<file path="config.mk">
export PLATFORM = sky130hd
export DESIGN_NAME = mem_arbiter_flat
export DESIGN_NICKNAME = d
export VERILOG_FILES = /design/src/rtl/mem_arbiter_if.sv /design/src/rtl/mem_arbiter.sv /design/src/flat_wrapper.sv
export SDC_FILE = /design/constraint.sdc
export NUM_CORES = 1
export LEC_CHECK = 0
export BUFFER_PORTS_ARGS = -buffer_cell sky130_fd_sc_hd__buf_2
export CAP_MARGIN = 20
export CORE_AREA = 4 4 289 291
export CTS_CLUSTER_SIZE = 12
export DETAILED_ROUTE_END_ITERATION = 8
export DIE_AREA = 0 0 293 295
export PLACE_DENSITY_LB_ADDON = 0.15
export REMOVE_ABC_BUFFERS = 1
export SYNTH_ARGS = -nofsm -noshare
export SYNTH_HDL_FRONTEND = slang
export SYNTH_SLANG_ARGS = --single-unit
</file>
<file path="constraint.sdc">
create_clock -name clk -period 17 [get_ports clk]
set_clock_uncertainty 0.1 [all_clocks]
set_input_delay 0 -clock clk [delete_from_list [all_inputs] [get_ports clk]]
set_output_delay 0 -clock clk [all_outputs]
set_load 0.005 [all_outputs]
</file>
<file path="src/rtl/mem_arbiter_if.sv">
// Handshake bundle between the cache miss paths, the arbiter and main memory.
// master: arbiter side; slave: caches plus memory controller side.
interface mem_arbiter_if #(
    parameter int ADDR_WIDTH = 28,
    parameter int DATA_WIDTH = 128
);
    logic                  i_req_valid;
    logic                  i_req_ready;
    logic [ADDR_WIDTH-1:0] i_req_addr;
    logic                  i_resp_valid;
    logic [DATA_WIDTH-1:0] i_resp_data;
    logic                  d_req_valid;
    logic                  d_req_ready;
    logic                  d_req_rw;
    logic [ADDR_WIDTH-1:0] d_req_addr;
    logic [DATA_WIDTH-1:0] d_req_wdata;
    logic                  d_resp_valid;
    logic [DATA_WIDTH-1:0] d_resp_data;
    logic                  mem_req_valid;
    logic                  mem_req_ready;
    logic                  mem_req_rw;
    logic [ADDR_WIDTH-1:0] mem_req_addr;
    logic [DATA_WIDTH-1:0] mem_req_data;
    logic                  mem_resp_valid;
    logic [DATA_WIDTH-1:0] mem_resp_data;

    modport master (
        input  i_req_valid, i_req_addr,
        input  d_req_valid, d_req_rw, d_req_addr, d_req_wdata,
        input  mem_req_ready, mem_resp_valid, mem_resp_data,
        output i_req_ready, i_resp_valid, i_resp_data,
        output d_req_ready, d_resp_valid, d_resp_data,
        output mem_req_valid, mem_req_rw, mem_req_addr, mem_req_data
    );

    modport slave (
        output i_req_valid, i_req_addr,
        output d_req_valid, d_req_rw, d_req_addr, d_req_wdata,
        output mem_req_ready, mem_resp_valid, mem_resp_data,
        input  i_req_ready, i_resp_valid, i_resp_data,
        input  d_req_ready, d_resp_valid, d_resp_data,
        input  mem_req_valid, mem_req_rw, mem_req_addr, mem_req_data
    );
endinterface

</file>
<file path="src/rtl/mem_arbiter.sv">
// Round-robin arbiter sharing one memory port between I-cache and D-cache.
// One transaction in flight; read refills are routed back to the owner.
module mem_arbiter #(
    parameter int ADDR_WIDTH = 28,
    parameter int DATA_WIDTH = 128,
    parameter int BEATS      = 4
) (
    input  logic          clk,
    input  logic          reset,
    mem_arbiter_if.master bus,
    output logic          busy,
    output logic          err_stray
);
    localparam int CNT_W = (BEATS > 1) ? $clog2(BEATS) : 1;

    typedef enum logic [1:0] {IDLE, ISSUE, WAIT} state_t;

    state_t             state;
    state_t             state_nxt;
    logic               last_d;
    logic               owner_d;
    logic [CNT_W-1:0]   beat_cnt;
    logic               grant_d;
    logic               i_acc;
    logic               d_acc;
    logic               accept;
    logic               mem_hs;
    logic               beat_in;
    logic               last_beat;

    // Tie goes to the port that did not win last time.
    always_comb begin
        grant_d = 1'b0;
        if (bus.d_req_valid && (!bus.i_req_valid || !last_d)) begin
            grant_d = 1'b1;
        end
    end

    assign i_acc     = (state == IDLE) && bus.i_req_valid && !grant_d;
    assign d_acc     = (state == IDLE) && bus.d_req_valid && grant_d;
    assign accept    = i_acc || d_acc;
    assign mem_hs    = (state == ISSUE) && bus.mem_req_ready;
    assign beat_in   = (state == WAIT) && bus.mem_resp_valid;
    assign last_beat = (beat_cnt == CNT_W'(BEATS - 1));

    assign bus.i_req_ready = i_acc;
    assign bus.d_req_ready = d_acc;
    assign busy            = (state != IDLE);

    always_ff @(posedge clk or posedge reset) begin
        if (reset) begin
            state <= IDLE;
        end else begin
            state <= state_nxt;
        end
    end

    always_comb begin
        state_nxt = state;
        unique case (state)
            IDLE: begin
                if (accept) begin
                    state_nxt = ISSUE;
                end
            end
            ISSUE: begin
                if (bus.mem_req_ready) begin
                    state_nxt = bus.mem_req_rw ? IDLE : WAIT;
                end
            end
            WAIT: begin
                if (bus.mem_resp_valid && last_beat) begin
                    state_nxt = IDLE;
                end
            end
            default: state_nxt = IDLE;
        endcase
    end

    always_ff @(posedge clk or posedge reset) begin
        if (reset) begin
            last_d            <= 1'b1;
            owner_d           <= 1'b0;
            beat_cnt          <= '0;
            err_stray         <= 1'b0;
            bus.mem_req_valid <= 1'b0;
            bus.mem_req_rw    <= 1'b0;
            bus.mem_req_addr  <= '0;
            bus.mem_req_data  <= '0;
            bus.i_resp_valid  <= 1'b0;
            bus.i_resp_data   <= '0;
            bus.d_resp_valid  <= 1'b0;
            bus.d_resp_data   <= '0;
        end else begin
            bus.i_resp_valid <= 1'b0;
            bus.d_resp_valid <= 1'b0;
            if (bus.mem_resp_valid && (state != WAIT)) begin
                err_stray <= 1'b1;
            end
            if (accept) begin
                owner_d           <= grant_d;
                last_d            <= grant_d;
                bus.mem_req_valid <= 1'b1;
                bus.mem_req_rw    <= grant_d & bus.d_req_rw;
                bus.mem_req_addr  <= grant_d ? bus.d_req_addr : bus.i_req_addr;
                bus.mem_req_data  <= grant_d ? bus.d_req_wdata : '0;
            end
            if (mem_hs) begin
                bus.mem_req_valid <= 1'b0;
                beat_cnt          <= '0;
            end
            // Refill beats go only to the owner; data holds between beats.
            if (beat_in) begin
                beat_cnt <= last_beat ? '0 : beat_cnt + 1'b1;
                if (owner_d) begin
                    bus.d_resp_valid <= 1'b1;
                    bus.d_resp_data  <= bus.mem_resp_data;
                end else begin
                    bus.i_resp_valid <= 1'b1;
                    bus.i_resp_data  <= bus.mem_resp_data;
                end
            end
        end
    end
endmodule

</file>
<file path="src/flat_wrapper.sv">
// flat-port wrapper written by rule: the top's interface ports become plain ports
module mem_arbiter_flat 
#(
    parameter int ADDR_WIDTH = 28,
    parameter int DATA_WIDTH = 128,
    parameter int BEATS      = 4
)
  (clk, reset, busy, err_stray, bus_i_req_valid, bus_i_req_addr, bus_d_req_valid, bus_d_req_rw, bus_d_req_addr, bus_d_req_wdata, bus_mem_req_ready, bus_mem_resp_valid, bus_mem_resp_data, bus_i_req_ready, bus_i_resp_valid, bus_i_resp_data, bus_d_req_ready, bus_d_resp_valid, bus_d_resp_data, bus_mem_req_valid, bus_mem_req_rw, bus_mem_req_addr, bus_mem_req_data);
  mem_arbiter_if #(.ADDR_WIDTH(ADDR_WIDTH), .DATA_WIDTH(DATA_WIDTH)) bus_i ();
  input  logic clk;
  input  logic reset;
  output logic busy;
  output logic err_stray;
  input wire logic [$bits(bus_i.i_req_valid)-1:0] bus_i_req_valid;
  input wire logic [$bits(bus_i.i_req_addr)-1:0] bus_i_req_addr;
  input wire logic [$bits(bus_i.d_req_valid)-1:0] bus_d_req_valid;
  input wire logic [$bits(bus_i.d_req_rw)-1:0] bus_d_req_rw;
  input wire logic [$bits(bus_i.d_req_addr)-1:0] bus_d_req_addr;
  input wire logic [$bits(bus_i.d_req_wdata)-1:0] bus_d_req_wdata;
  input wire logic [$bits(bus_i.mem_req_ready)-1:0] bus_mem_req_ready;
  input wire logic [$bits(bus_i.mem_resp_valid)-1:0] bus_mem_resp_valid;
  input wire logic [$bits(bus_i.mem_resp_data)-1:0] bus_mem_resp_data;
  output wire logic [$bits(bus_i.i_req_ready)-1:0] bus_i_req_ready;
  output wire logic [$bits(bus_i.i_resp_valid)-1:0] bus_i_resp_valid;
  output wire logic [$bits(bus_i.i_resp_data)-1:0] bus_i_resp_data;
  output wire logic [$bits(bus_i.d_req_ready)-1:0] bus_d_req_ready;
  output wire logic [$bits(bus_i.d_resp_valid)-1:0] bus_d_resp_valid;
  output wire logic [$bits(bus_i.d_resp_data)-1:0] bus_d_resp_data;
  output wire logic [$bits(bus_i.mem_req_valid)-1:0] bus_mem_req_valid;
  output wire logic [$bits(bus_i.mem_req_rw)-1:0] bus_mem_req_rw;
  output wire logic [$bits(bus_i.mem_req_addr)-1:0] bus_mem_req_addr;
  output wire logic [$bits(bus_i.mem_req_data)-1:0] bus_mem_req_data;
  assign bus_i.i_req_valid = bus_i_req_valid;
  assign bus_i.i_req_addr = bus_i_req_addr;
  assign bus_i.d_req_valid = bus_d_req_valid;
  assign bus_i.d_req_rw = bus_d_req_rw;
  assign bus_i.d_req_addr = bus_d_req_addr;
  assign bus_i.d_req_wdata = bus_d_req_wdata;
  assign bus_i.mem_req_ready = bus_mem_req_ready;
  assign bus_i.mem_resp_valid = bus_mem_resp_valid;
  assign bus_i.mem_resp_data = bus_mem_resp_data;
  assign bus_i_req_ready = bus_i.i_req_ready;
  assign bus_i_resp_valid = bus_i.i_resp_valid;
  assign bus_i_resp_data = bus_i.i_resp_data;
  assign bus_d_req_ready = bus_i.d_req_ready;
  assign bus_d_resp_valid = bus_i.d_resp_valid;
  assign bus_d_resp_data = bus_i.d_resp_data;
  assign bus_mem_req_valid = bus_i.mem_req_valid;
  assign bus_mem_req_rw = bus_i.mem_req_rw;
  assign bus_mem_req_addr = bus_i.mem_req_addr;
  assign bus_mem_req_data = bus_i.mem_req_data;
  mem_arbiter #(.ADDR_WIDTH(ADDR_WIDTH), .DATA_WIDTH(DATA_WIDTH), .BEATS(BEATS)) u_core (.clk(clk), .reset(reset), .bus(bus_i), .busy(busy), .err_stray(err_stray));
endmodule
</file>
# Word-level counts from Yosys, hierarchy flattened
# Cells that the tools add are included.
# totals
ff_bits,423
# op_classes
bitwise,2
mux,17
eq_ne,7
n_reduce_logical,21
addsub,1
# op_table
operator,count
$mux W128,1
$mux W28,1
$mux W2,7
$logic_and A1 B1 Y1,9
$mux W1,7
$ne A2 B2 Y1 const B,3
$pmux W2 S3,1
$reduce_bool A2 Y1,3
$eq A2 B2 Y1 const B,2
$reduce_and A2 Y1,2
$logic_not A1 Y1,3
$reduce_and A3 Y1,1
$add A2 B1 Y2 const B,1
$eq A2 B1 Y1 const B,1
$logic_not A2 Y1,1
$logic_or A1 B1 Y1,2
$ne A2 B1 Y1 const B,1
$and A1 B1 Y1,1
$not A1 Y1,1

# Longest topological paths before layout
# Gate-level depths: netlist of the first run.
# depth
word_depth,9
depth_mapped,6
mapped_depth_nobuf,4

# Least setup slack after synthesis of the first run
# OpenSTA, ideal clock, no wires.
# synth_timing
kind,reg2reg
startpoint,register u_core.state[0]
endpoint,register u_core.bus.i_resp_data[27]
setup_ns,0.125
required_ns,16.775
t_arrival_ns,1.433
synth_period_minus_slack_ns,1.658
stages_incl_launch_ff,7
slack_ns,15.342
path_cell_list,dfrtp_1 > buf_4 > nand3b_4 > nor2_4 > buf_6 > buf_6 > mux2_2
# synth_via
elab_chain_cells,3
# synth_lines
item,line,text
from (decl),mem_arbiter.sv:18,state_t state;
from (signal assigned),mem_arbiter.sv:54,state <= state_nxt;
$eq A2 B2 Y1,mem_arbiter.sv:43,assign beat_in = (state == WAIT) && bus.mem_resp_valid;
$logic_and A1 B1 Y1,mem_arbiter.sv:43,
$reduce_and A2 Y1 (no source line),n/a,
to (signal assigned),mem_arbiter.sv:120,bus.i_resp_data <= bus.mem_resp_data;
to (decl),mem_arbiter_if.sv:31,"output i_req_ready, i_resp_valid, i_resp_data,"
# Every way passes these cells.
# A chain may end at the register's enable or synchronous reset.

==> results.rst, run 1 <==
.. list-table::
   :header-rows: 1

   * - Metric
     - Value
   * - Routed length per placed instance
     - 18.7 um
   * - Total via count in the routed design
     - around 13,000
   * - Synth top area share
     - 0.644
   * - Actual slew at the worst max-slew pin
     - just under 900 ps
   * - Yosys warning total
     - 0
   * - Unrepaired setup endpoints after global routing
     - false
   * - Critical path buffer and inverter count
     - 9
   * - Drt total wl
     - 59,600 um
   * - Footprint of the multi-input gates
     - 5200 um^2
   * - Outcome
     - finished, final reports clean
   * - Source of the critical timing path
     - reset
   * - Share of the clock period used by the worst path
     - 0.203
   * - Top-level I/O count
     - 739
   * - Root buffer cell
     - sky130_fd_sc_hd__clkbuf_16
   * - Area added between synthesis and finish
     - 58.5%
   * - Commonest non-fill, non-tap cell in the layout
     - sky130_fd_sc_hd__buf_2
   * - Placeable core region
     - 80,500 um^2
   * - Cell-by-cell trace of the critical path
     - dlygate4sd3_1, buf_2, dlygate4sd3_1, inv_8, buf_4, buf_16, buf_4, buf_4, buf_16
   * - Placement row count
     - 104
   * - Detail Route Antenna Nets
     - 0
   * - Largest delay contributor family on the critical path
     - buffers and inverters
   * - Cell at the slowest stage of the critical path
     - sky130_fd_sc_hd__buf_4
   * - Number of buffers between clock root and the deepest sink
     - 3
   * - Leading area contributor after synthesis
     - sky130_fd_sc_hd__dfrtp_1
   * - Detailed-placement wirelength estimate
     - 42,200 um
   * - CTS tree
     - done
   * - Post-route DRC
     - 0
   * - Insertion delay to the later sink of the worst-skew pair
     - 580 ps
   * - Floorplan die width
     - 293 um
   * - Start point of the worst min-delay path
     - bus_d_req_wdata[8]
   * - Mapped cell area
     - 16,400 um^2
   * - Initial antenna violation count
     - 3
   * - Critical path endpoint category
     - async pin
   * - Worst reg2reg startpoint
     - u_core.state[1]
   * - Global route overflow
     - 0
   * - Max Freq
     - 289 MHz
   * - Detailed-router iteration count before antenna repair
     - 4
   * - Max incr delay on CP
     - 690 ps
   * - Sequential cell area fraction in the yosys report
     - 0.645
   * - Final setup TNS
     - 0 ps
   * - Top post-synthesis cells by area
     - sky130_fd_sc_hd__dfrtp_1 64%, sky130_fd_sc_hd__mux2_4 10%, sky130_fd_sc_hd__mux2_2 8.1%
   * - Final number of hold-violating endpoints
     - 0
   * - Final Max Tran Viols
     - 0
   * - Total number of nets in the final design
     - 2,406
   * - Area of the die
     - 86,400 um^2
   * - Netlist cell types
     - 34
   * - Initial drt markers
     - 347
   * - Power density over cell area
     - 173 nW/um^2
   * - Number of sinks on the clock net
     - 423
   * - Setup Crit Path Kind
     - in -> async
   * - Fillcell total
     - 8,161
   * - Largest fanout of any net on the critical path
     - 103
   * - Vias in the first global route
     - 14,100
   * - Number of resized instances in the post-cts repair step
     - 0
   * - Cell occurring most often along the worst timing path
     - sky130_fd_sc_hd__buf_4
   * - RD Place Congestion
     - 0.778
   * - # H-tree levels
     - 2
   * - Arrival time of data at the critical path endpoint
     - around 4000 ps
   * - Final setup violation count
     - 0
   * - Cell count after synthesis
     - 1,026
   * - Area of all sequential standard cells
     - 10,600 um^2
   * - Global-route wire length before repair
     - ~90,000 um
   * - Vias per Instance
     - around 4.0
   * - GRT Util Overall
     - 0.131
   * - Hold Path Class
     - in -> reg
   * - Sort of element at the start of the critical path
     - primary input
   * - Flop-to-flop setup slack
     - approximately 14,000 ps
   * - Highest-count cells in the layout ignoring fill and taps
     - 738 x sky130_fd_sc_hd__buf_2, 422 x sky130_fd_sc_hd__dfrtp_1, 327 x sky130_fd_sc_hd__dlygate4sd3_1
   * - Cell leakage power
     - 13.1 nW
   * - Clock-pin slew of the registers on the worst-case setup and hold paths
     - 60 ps
   * - Hold Worst Slack
     - 67.1 ps
   * - Maximum number of pins on one net before global-route repair
     - between 100 and 150
   * - Clock buffers created by TritonCTS
     - 50
   * - Normalized max-slew margin
     - 0.413
   * - Vert. Die Dim
     - 295 um
   * - Post-synthesis area per instance
     - 16.0 um^2
   * - Worst path required time
     - 17,630 ps
   * - Quantity of I/O buffers inserted on ports
     - 738
   * - Max capacitance violation total
     - 0
   * - VDD IR max
     - 0.0000744 V
   * - Initial standard-cell utilization of the core
     - 0.204
   * - Minimum clock period after layout
     - 3460 ps
   * - Number of synthesized register bits
     - 423
   * - Layout cell share with drive strength beyond 1
     - 0.506
[state kept, by name (all words and copies together) (netlist names)]
| signal | flops |
|---|---|
| u_core.beat_cnt | 2 |
| u_core.bus.d_resp_data | 128 |
| u_core.bus.d_resp_valid | 1 |
| u_core.bus.i_resp_data | 128 |
| u_core.bus.i_resp_valid | 1 |
| u_core.bus.mem_req_addr | 28 |
| u_core.bus.mem_req_data | 128 |
| u_core.bus.mem_req_rw | 1 |
| u_core.bus.mem_req_valid | 1 |
| u_core.err_stray | 1 |
| u_core.last_d | 1 |
| u_core.owner_d | 1 |
| u_core.state | 2 |
[cell families after synthesis]
logic type | count (synthesis) | share of synthesized area
DFF | 423 | 0.645
muxes | 256 | 0.201
AOI/OAI and AO/OA | 198 | 0.0939
buffers and inverters | 76 | 0.0382
and+or+nand+nor | 72 | 0.0211
adders and majority gates | 1 | 0.000763
[worst register-to-register path: cells and delay by family, from the launching register on]
| family | cells | cell delay [ps] |
|---|---|---|
| buffers and inverters | 1 | 570 |
| AOI/OAI and AO/OA | 1 | 450 |
| and+or+nand+nor | 2 | 1360 |
| DFF | 1 | 570 |
[path summary, 6_finish.rpt]
check,endpoint,depth (start not counted)
setup / recovery,u_core.bus.i_resp_data[110],9
hold / removal,u_core.bus.mem_req_data[8],3
setup reg to reg,u_core.bus.mem_req_data[34],4
hold reg to reg,u_core.err_stray,1
max in group clk,bus_d_req_ready,5
min in group asynchronous,u_core.bus.d_resp_data[19],4
[report_power, final]
group          internal, mW  total, mW  leakage, nW  switching, mW
Combinational         0.922       1.62         7.01          0.700
Clock                 0.669       1.10        0.843          0.434
Sequential             1.49       1.76         5.25          0.274
[routing by layer]
| metal | part of all wire | wire, um | global-route usage |
|---|---|---|---|
| met1 | 0.39 | 23200 | 0.150 |
| met2 | 0.51 | 30500 | 0.238 |
| met3 | 0.079 | 4730 | 0.0406 |
| met4 | 0.019 | 1160 | 0.0289 |
| met5 | 0 | 0 | 0 |
[Yosys cell counts]
cell type / number
sky130_fd_sc_hd__o22ai_1: 1
sky130_fd_sc_hd__a211oi_1: 1
sky130_fd_sc_hd__mux2_4: 109
sky130_fd_sc_hd__nand2_1: 60
sky130_fd_sc_hd__dfstp_2: 1
sky130_fd_sc_hd__nor2b_4: 1
sky130_fd_sc_hd__nor2_4: 2
sky130_fd_sc_hd__a22o_1: 129
sky130_fd_sc_hd__and2_1: 1
sky130_fd_sc_hd__buf_4: 3
sky130_fd_sc_hd__mux2_1: 29
sky130_fd_sc_hd__o31ai_1: 2
sky130_fd_sc_hd__dfrtp_1: 422
sky130_fd_sc_hd__nor3_4: 1
sky130_fd_sc_hd__or2_2: 1
sky130_fd_sc_hd__buf_1: 2
sky130_fd_sc_hd__ha_1: 1
sky130_fd_sc_hd__nand3_4: 1
sky130_fd_sc_hd__a31oi_1: 28
sky130_fd_sc_hd__inv_1: 3
sky130_fd_sc_hd__nand2b_1: 1
sky130_fd_sc_hd__buf_2: 31
sky130_fd_sc_hd__a21o_1: 3
sky130_fd_sc_hd__nor2_1: 3
sky130_fd_sc_hd__a21boi_0: 1
sky130_fd_sc_hd__clkbuf_1: 11
sky130_fd_sc_hd__nand3b_4: 1
sky130_fd_sc_hd__a21oi_1: 30
sky130_fd_sc_hd__buf_12: 11
sky130_fd_sc_hd__o211ai_1: 1
sky130_fd_sc_hd__o22a_1: 1
sky130_fd_sc_hd__a21bo_2: 1
sky130_fd_sc_hd__buf_6: 15
sky130_fd_sc_hd__mux2_2: 118
[per-stage QoR]
| step | instance area (um^2) | power [mW] | util | setup WS (ps) | cells |
|---|---|---|---|---|---|
| 2_1_floorplan | 15800 | 2.48 | - | 5130 | 953 |
| 3_3_place_gp | 20900 | 3.30 | 0.260 | 13320 | 2764 |
| 3_5_place_dp | 21000 | 3.31 | 0.260 | 13290 | 2765 |
| 4_1_cts | 25900 | 4.58 | 0.322 | 12750 | 3183 |
| 5_1_grt | 26000 | 4.78 | 0.323 | 13030 | 3186 |
| 6_report | 26000 | 4.49 | 0.323 | 13540 | 3188 |
[repair_timing]
action,in CTS,in global routing
setup buffers,0,0
hold endpoints to repair,522,0
hold buffers,327,0
[area by class of cell]
class                   instances  share of cell area
flip-flops and latches        423               0.407
well taps                    1060              0.0510
repair buffers               1081               0.275
multi-input cells             527               0.200
clock inverters                20             0.00962
inverters                       3            0.000722
clock buffers                  71              0.0558
diodes                          3            0.000289
No activity file was read; power rests on OpenSTA's default activity.
==> inputs of run 2 (changes only) <==
==> constraint.sdc (replaced) <==
create_clock -name clk -period 3.3 [get_ports clk]
set_clock_uncertainty 0.1 [all_clocks]
set_input_delay 0 -clock clk [delete_from_list [all_inputs] [get_ports clk]]
set_output_delay 0 -clock clk [all_outputs]
set_load 0.005 [all_outputs]
==> results.rst, run 2 (same netlist as run 1, synthesis figures left out) <==
.. list-table::
   :header-rows: 1

   * - Metric
     - Value
   * - Outcome
     - finished, final reports clean
   * - Placeable core region
     - 80,500 um^2
   * - Power density over cell area
     - 882 nW/um^2
   * - Post-route DRC
     - 0
   * - Share of the clock period used by the worst path
     - 0.884
   * - Worst reg2reg endpoint
     - u_core.bus.mem_req_addr[13]
   * - Routed length per placed instance
     - 18.6 um
   * - Sort of element at the start of the critical path
     - register
   * - Endpoint with the worst hold slack
     - u_core.bus.mem_req_data[76]
   * - Cell leakage power
     - 13.3 nW
   * - Register-to-Register Path Depth
     - 6
   * - Worst reg2reg startpoint
     - u_core.state[1]
   * - Initial antenna violation count
     - 5
   * - Critical path buffer and inverter count
     - 3
   * - Global route overflow
     - 0
   * - RD Place Congestion
     - about 0.81
   * - # H-tree levels
     - 2
   * - Registers with the most flip-flops
     - u_core.bus.d_resp_data (128), u_core.bus.i_resp_data (128), u_core.bus.mem_req_data (128)
   * - Hold Path Class
     - in -> reg
   * - Total via count in the routed design
     - 12,900
   * - Max capacitance violation total
     - 0
   * - Placement row count
     - 104
   * - Worst path required time
     - 3650 ps
   * - Final setup violation count
     - 0
   * - Setup Crit Path Kind
     - reg -> reg
   * - Footprint of the multi-input gates
     - 5200 um^2
   * - Cell at the slowest stage of the critical path
     - sky130_fd_sc_hd__dfrtp_1
   * - Vias per Instance
     - 4.01
   * - Arrival time of data at the critical path endpoint
     - 3270 ps
   * - Actual slew at the worst max-slew pin
     - 939 ps
   * - Initial drt markers
     - 410
   * - Vias in the first global route
     - between 10,000 and 15,000
   * - Highest-count cells in the layout ignoring fill and taps
     - 738 x sky130_fd_sc_hd__buf_2, 422 x sky130_fd_sc_hd__dfrtp_1, 329 x sky130_fd_sc_hd__dlygate4sd3_1
   * - Normalized max-slew margin
     - 0.372
   * - Detail Route Antenna Nets
     - 0
   * - Global-route wire length before repair
     - 89,100 um
   * - Number of sinks on the clock net
     - 423
   * - Area of all sequential standard cells
     - 10,600 um^2
   * - GRT Util Overall
     - 0.132
   * - Total number of nets in the final design
     - 2,436
   * - Start point of the worst min-delay path
     - bus_d_req_wdata[76]
   * - Final number of hold-violating endpoints
     - 0
   * - Detailed-router iteration count before antenna repair
     - 4
   * - Cell occurring most often along the worst timing path
     - sky130_fd_sc_hd__buf_4
   * - Post-layout util
     - 0.326
   * - Max incr delay on CP
     - 580 ps
   * - Drt total wl
     - ~60,000 um
   * - Largest delay contributor family on the critical path
     - buffers and inverters
   * - Critical path endpoint category
     - register
   * - Layout cell share with drive strength beyond 1
     - 0.512
   * - Detailed-placement wirelength estimate
     - 44,100 um
   * - Area added between synthesis and finish
     - 60.1%
   * - Vert. Die Dim
     - 295 um
   * - Number of instances on the worst hold path
     - 3
   * - Largest fanout of any net on the critical path
     - 25
   * - Cell-by-cell trace of the critical path
     - nor2_4, buf_4, and2_1, buf_4, a31oi_1, dlygate4sd3_1
   * - Minimum clock period after layout
     - just under 3000 ps
   * - Commonest non-fill, non-tap cell in the layout
     - sky130_fd_sc_hd__buf_2
   * - Clock buffers created by TritonCTS
     - 50
   * - VDD IR max
     - 0.000366 V
   * - Floorplan die width
     - 293 um
   * - Initial standard-cell utilization of the core
     - 0.204
   * - Flop-to-flop setup slack
     - 380 ps
   * - Fillcell total
     - 8,117
   * - Root buffer cell
     - sky130_fd_sc_hd__clkbuf_16
   * - CTS tree
     - done
   * - Area of the die
     - about 86,000 um^2
   * - Quantity of I/O buffers inserted on ports
     - 738
   * - Number of buffers between clock root and the deepest sink
     - 3
   * - Clock-pin slew of the registers on the worst-case setup and hold paths
     - 60 ps
   * - Number of post-CTS setup repair buffers
     - 0
   * - Maximum number of pins on one net before global-route repair
     - 83
   * - Final Max Tran Viols
     - 0
   * - Max Freq
     - 343 MHz
   * - Insertion delay to the later sink of the worst-skew pair
     - 570 ps
   * - Top-level I/O count
     - between 700 and 800
   * - Unrepaired setup endpoints after global routing
     - false
   * - Hold Worst Slack
     - 77.6 ps
-- run 2: stage by stage --
| stage | instance area (um^2) | total power, mW | instances | setup TNS (ps) | setup slack, ps |
|---|---|---|---|---|---|
| floorplan | 15800 | 12.8 | 953 | -3668400 | -8570 |
| global placement | 21300 | 17.2 | 2795 | 0 | 936 |
| detailed placement | 21300 | 17.2 | 2795 | 0 | 888 |
| CTS | 26300 | 23.6 | 3211 | 0 | 383 |
| global route | 26300 | 24.7 | 3211 | 0 | 173 |
| finish | 26300 | 23.2 | 3213 | 0 | 382 |
-- run 2: routing by layer --
layer | vias to the layer above | routed length [um] | GRT usage
met5 | - | 41 | 0
met2 | 503 | 30600 | 0.238
li1 | 5885 | - | -
met4 | 6 | 1270 | 0.0314
met1 | 6397 | 23200 | 0.153
met3 | 89 | 4690 | 0.0408
-- run 2: area by class of cell --
class | instances | area share
flip-flops and latches | 423 | 0.403
repair buffers | 1111 | 0.284
multi-input cells | 527 | 0.198
clock buffers | 73 | 0.0583
well taps | 1060 | 0.0505
clock inverters | 14 | 0.00486
inverters | 3 | 0.000715
diodes | 2 | 0.000191
-- run 2: worst max-delay path by stage --
stage / endpoint / cells after the start / slack (ps) / from
2_1_floorplan: u_core.beat_cnt[0] / 1 / -8570 / reset
4_1_cts: u_core.bus.mem_req_addr[26] / 6 / 380 / u_core.state[1]
3_3_place_gp: u_core.bus.i_resp_data[89] / 4 / 940 / u_core.state[1]
5_1_grt: u_core.bus.mem_req_addr[13] / 6 / 170 / u_core.state[1]
6_report: u_core.bus.mem_req_addr[13] / 6 / 380 / u_core.state[1]
3_5_place_dp: u_core.bus.i_resp_data[48] / 4 / 890 / u_core.state[1]
-- run 2: power breakdown --
group | total (mW) | internal [mW] | leakage, nW | switching [mW]
clock network | 5.53 | 3.35 | 0.831 | 2.18
registers | 9.08 | 7.67 | 5.25 | 1.40
logic | 8.56 | 4.89 | 7.18 | 3.68
-- run 2: what timing repair did --
| item | 4_1_cts | 5_1_grt |
|---|---|---|
| hold buffers | 329 | 0 |
| resized for setup | 0 | 0 |
| hold endpoints to repair | 649 | 0 |
-- run 2: tightest hold or removal path: stages --
cell	delay (ps)
sky130_fd_sc_hd__dlygate4sd3_1	510
sky130_fd_sc_hd__buf_2	90
sky130_fd_sc_hd__a22o_1	110
==> inputs of run 3 (changes only) <==
--- a/config.mk
+++ b/config.mk
@@ -11,7 +11,6 @@
 export CTS_CLUSTER_SIZE = 12
 export DETAILED_ROUTE_END_ITERATION = 8
 export DIE_AREA = 0 0 293 295
-export PLACE_DENSITY_LB_ADDON = 0.15
 export REMOVE_ABC_BUFFERS = 1
 export SYNTH_ARGS = -nofsm -noshare
 export SYNTH_HDL_FRONTEND = slang
==> results.rst, run 3 (same netlist as run 1, synthesis figures left out) <==
.. list-table::
   :header-rows: 1

   * - Metric
     - Value
   * - Fillcell total
     - 7,919
   * - Final setup violation count
     - 0
   * - Register-to-Register Path Depth
     - 5
   * - Number of resized instances in the post-cts repair step
     - 0
   * - GRT Util Overall
     - 0.127
   * - Vias per Instance
     - 4.03
   * - VDD IR max
     - 0.000477 V
   * - Arrival time of data at the critical path endpoint
     - 3170 ps
   * - Top layer used by detailed routing
     - met5
   * - Placed insts
     - 2,788
   * - Initial antenna violation count
     - 12
   * - Final number of hold-violating endpoints
     - 0
   * - Global-route wire length before repair
     - 85,900 um
   * - Clock-pin slew of the registers on the worst-case setup and hold paths
     - 60 ps
   * - Worst path required time
     - around 3700 ps
   * - Top-level I/O count
     - between 700 and 800
   * - Placement row count
     - approximately 100
   * - Largest fanout of any net on the critical path
     - 21
   * - Cell leakage power
     - 13.2 nW
   * - CTS Hold Buffers Added
     - 329
   * - Normalized max-slew margin
     - 0.344
   * - Area of the die
     - between 80,000 and 90,000 um^2
   * - Root buffer cell
     - sky130_fd_sc_hd__clkbuf_16
   * - Placeable core region
     - between 80,000 and 90,000 um^2
   * - Total met3 wirelength after detailed routing
     - 4600 um
   * - Floorplan die width
     - 293 um
   * - Power density over cell area
     - 866 nW/um^2
   * - Sort of element at the start of the critical path
     - register
   * - Max Freq
     - around 360 MHz
   * - Total via count in the routed design
     - about 13,000
   * - Post-layout util
     - 0.324
   * - Detailed-router iteration count before antenna repair
     - 4
   * - Worst reg2reg startpoint
     - u_core.last_d
   * - CTS tree
     - done
   * - Vias in the first global route
     - 13,900
   * - Highest-count cells in the layout ignoring fill and taps
     - 738 x sky130_fd_sc_hd__buf_2, 422 x sky130_fd_sc_hd__dfrtp_1, 329 x sky130_fd_sc_hd__dlygate4sd3_1
   * - Met2 wire len
     - 27,700 um
   * - Quantity of I/O buffers inserted on ports
     - 738
   * - Post-route DRC
     - 0
   * - Routed length on met1
     - 22,600 um
   * - Hold Path Class
     - in -> async
   * - Insertion delay to the later sink of the worst-skew pair
     - 570 ps
   * - Detailed-placement wirelength estimate
     - between 40,000 and 50,000 um
   * - Area added between synthesis and finish
     - 59.2%
   * - Detail Route Antenna Nets
     - 0
   * - Max capacitance violation total
     - 0
   * - # H-tree levels
     - 2
   * - Minimum clock period after layout
     - 2780 ps
   * - Outcome
     - finished, final reports clean
   * - Setup Crit Path Kind
     - reg -> reg
   * - RD Place Congestion
     - 0.828
   * - Actual slew at the worst max-slew pin
     - roughly 980 ps
   * - Vert. Die Dim
     - 295 um
   * - Maximum number of pins on one net before global-route repair
     - 130
   * - Unrepaired setup endpoints after global routing
     - false
   * - Layout cell share with drive strength beyond 1
     - 0.509
   * - Final Max Tran Viols
     - 0
   * - Drt total wl
     - between 50,000 and 60,000 um
   * - Registers with the most flip-flops
     - u_core.bus.d_resp_data (128), u_core.bus.i_resp_data (128), u_core.bus.mem_req_data (128)
   * - Critical path endpoint category
     - register
   * - Initial standard-cell utilization of the core
     - 0.204
   * - Clock buffers created by TritonCTS
     - 47
   * - Number of sinks on the clock net
     - 423
   * - Worst reg2reg endpoint
     - u_core.bus.mem_req_addr[1]
   * - Count of non-filler cells in the finished layout
     - ~3,200
   * - Total number of nets in the final design
     - 2,426
   * - Number of buffers between clock root and the deepest sink
     - 3
   * - Share of the clock period used by the worst path
     - 0.842
   * - Source of the critical timing path
     - u_core.last_d
   * - Hold Worst Slack
     - 61.6 ps
   * - Flop-to-flop setup slack
     - 520 ps
   * - Crit path to
     - u_core.bus.mem_req_addr[1]
   * - Global route overflow
     - 0
   * - Number of post-CTS setup repair buffers
     - 0
   * - Commonest non-fill, non-tap cell in the layout
     - sky130_fd_sc_hd__buf_2
   * - Routed length per placed instance
     - 18.0 um
   * - Initial drt markers
     - 436
run 3: cell types whose count changed in the layout (fill, tap and decap cells not counted), sizes merged:
cell      change
clkinvlp      +1
bufinv        -1
clkbuf        -3
clkinv        +1
diode         +3
buf           -7
run 3: how the worst min path moves through the flow:
stage,to,cells past startpoint,slack [ps],start
after floorplan,u_core.state[0],1,-4,bus_mem_req_ready
after global placement,u_core.state[0],2,110,bus_mem_req_ready
after detailed placement,u_core.state[0],2,110,bus_mem_req_ready
after CTS,u_core.bus.mem_req_data[4],3,10,bus_d_req_wdata[4]
after global routing,u_core.bus.mem_req_data[45],3,50,bus_d_req_wdata[45]
final,u_core.bus.i_resp_data[41],3,60,reset
run 3: critical path, cell delays in order (launching register included):
cell and delay [ps]:
sky130_fd_sc_hd__dfstp_2 380, sky130_fd_sc_hd__a21boi_2 730, sky130_fd_sc_hd__nand2_1 140, sky130_fd_sc_hd__dlygate4sd3_1 620
sky130_fd_sc_hd__a31oi_1 180, sky130_fd_sc_hd__dlygate4sd3_1 560
run 3: layout make-up:
class | instances | area [um^2] | share of cell area
Sequential cell | 423 | 10600 | 0.405
Timing Repair Buffer | 1104 | 7430 | 0.284
Multi-Input combinational cell | 527 | 5200 | 0.199
Clock buffer | 70 | 1420 | 0.0545
Tap cell | 1060 | 1330 | 0.0508
Clock inverter | 15 | 121 | 0.00465
Inverter | 3 | 18.8 | 0.000719
Antenna cell | 5 | 12.5 | 0.000479
run 3: through the flow:
step	setup TNS (ps)	total power, mW	cell area (um^2)	setup WS [ps]
2_1_floorplan	-3668400	12.8	15800	-8570
3_5_place_dp	0	16.9	21300	910
5_1_grt	0	24.0	26100	322
4_1_cts	0	22.9	26100	443
6_report	0	22.6	26100	523
3_3_place_gp	0	16.8	21300	940
run 3: layer usage:
layer,up-vias,track usage
met2,609,0.214
li1,5893,-
met3,121,0.0370
met4,6,0.0600
met1,6290,0.148
met5,-,0
run 3: report_power, final:
| part | internal (mW) | switching, mW | total [mW] |
|---|---|---|---|
| logic | 4.80 | 3.53 | 8.34 |
| clock network | 3.06 | 2.14 | 5.20 |
| registers | 7.67 | 1.41 | 9.08 |
| total | 15.5 | 7.08 | 22.6 |
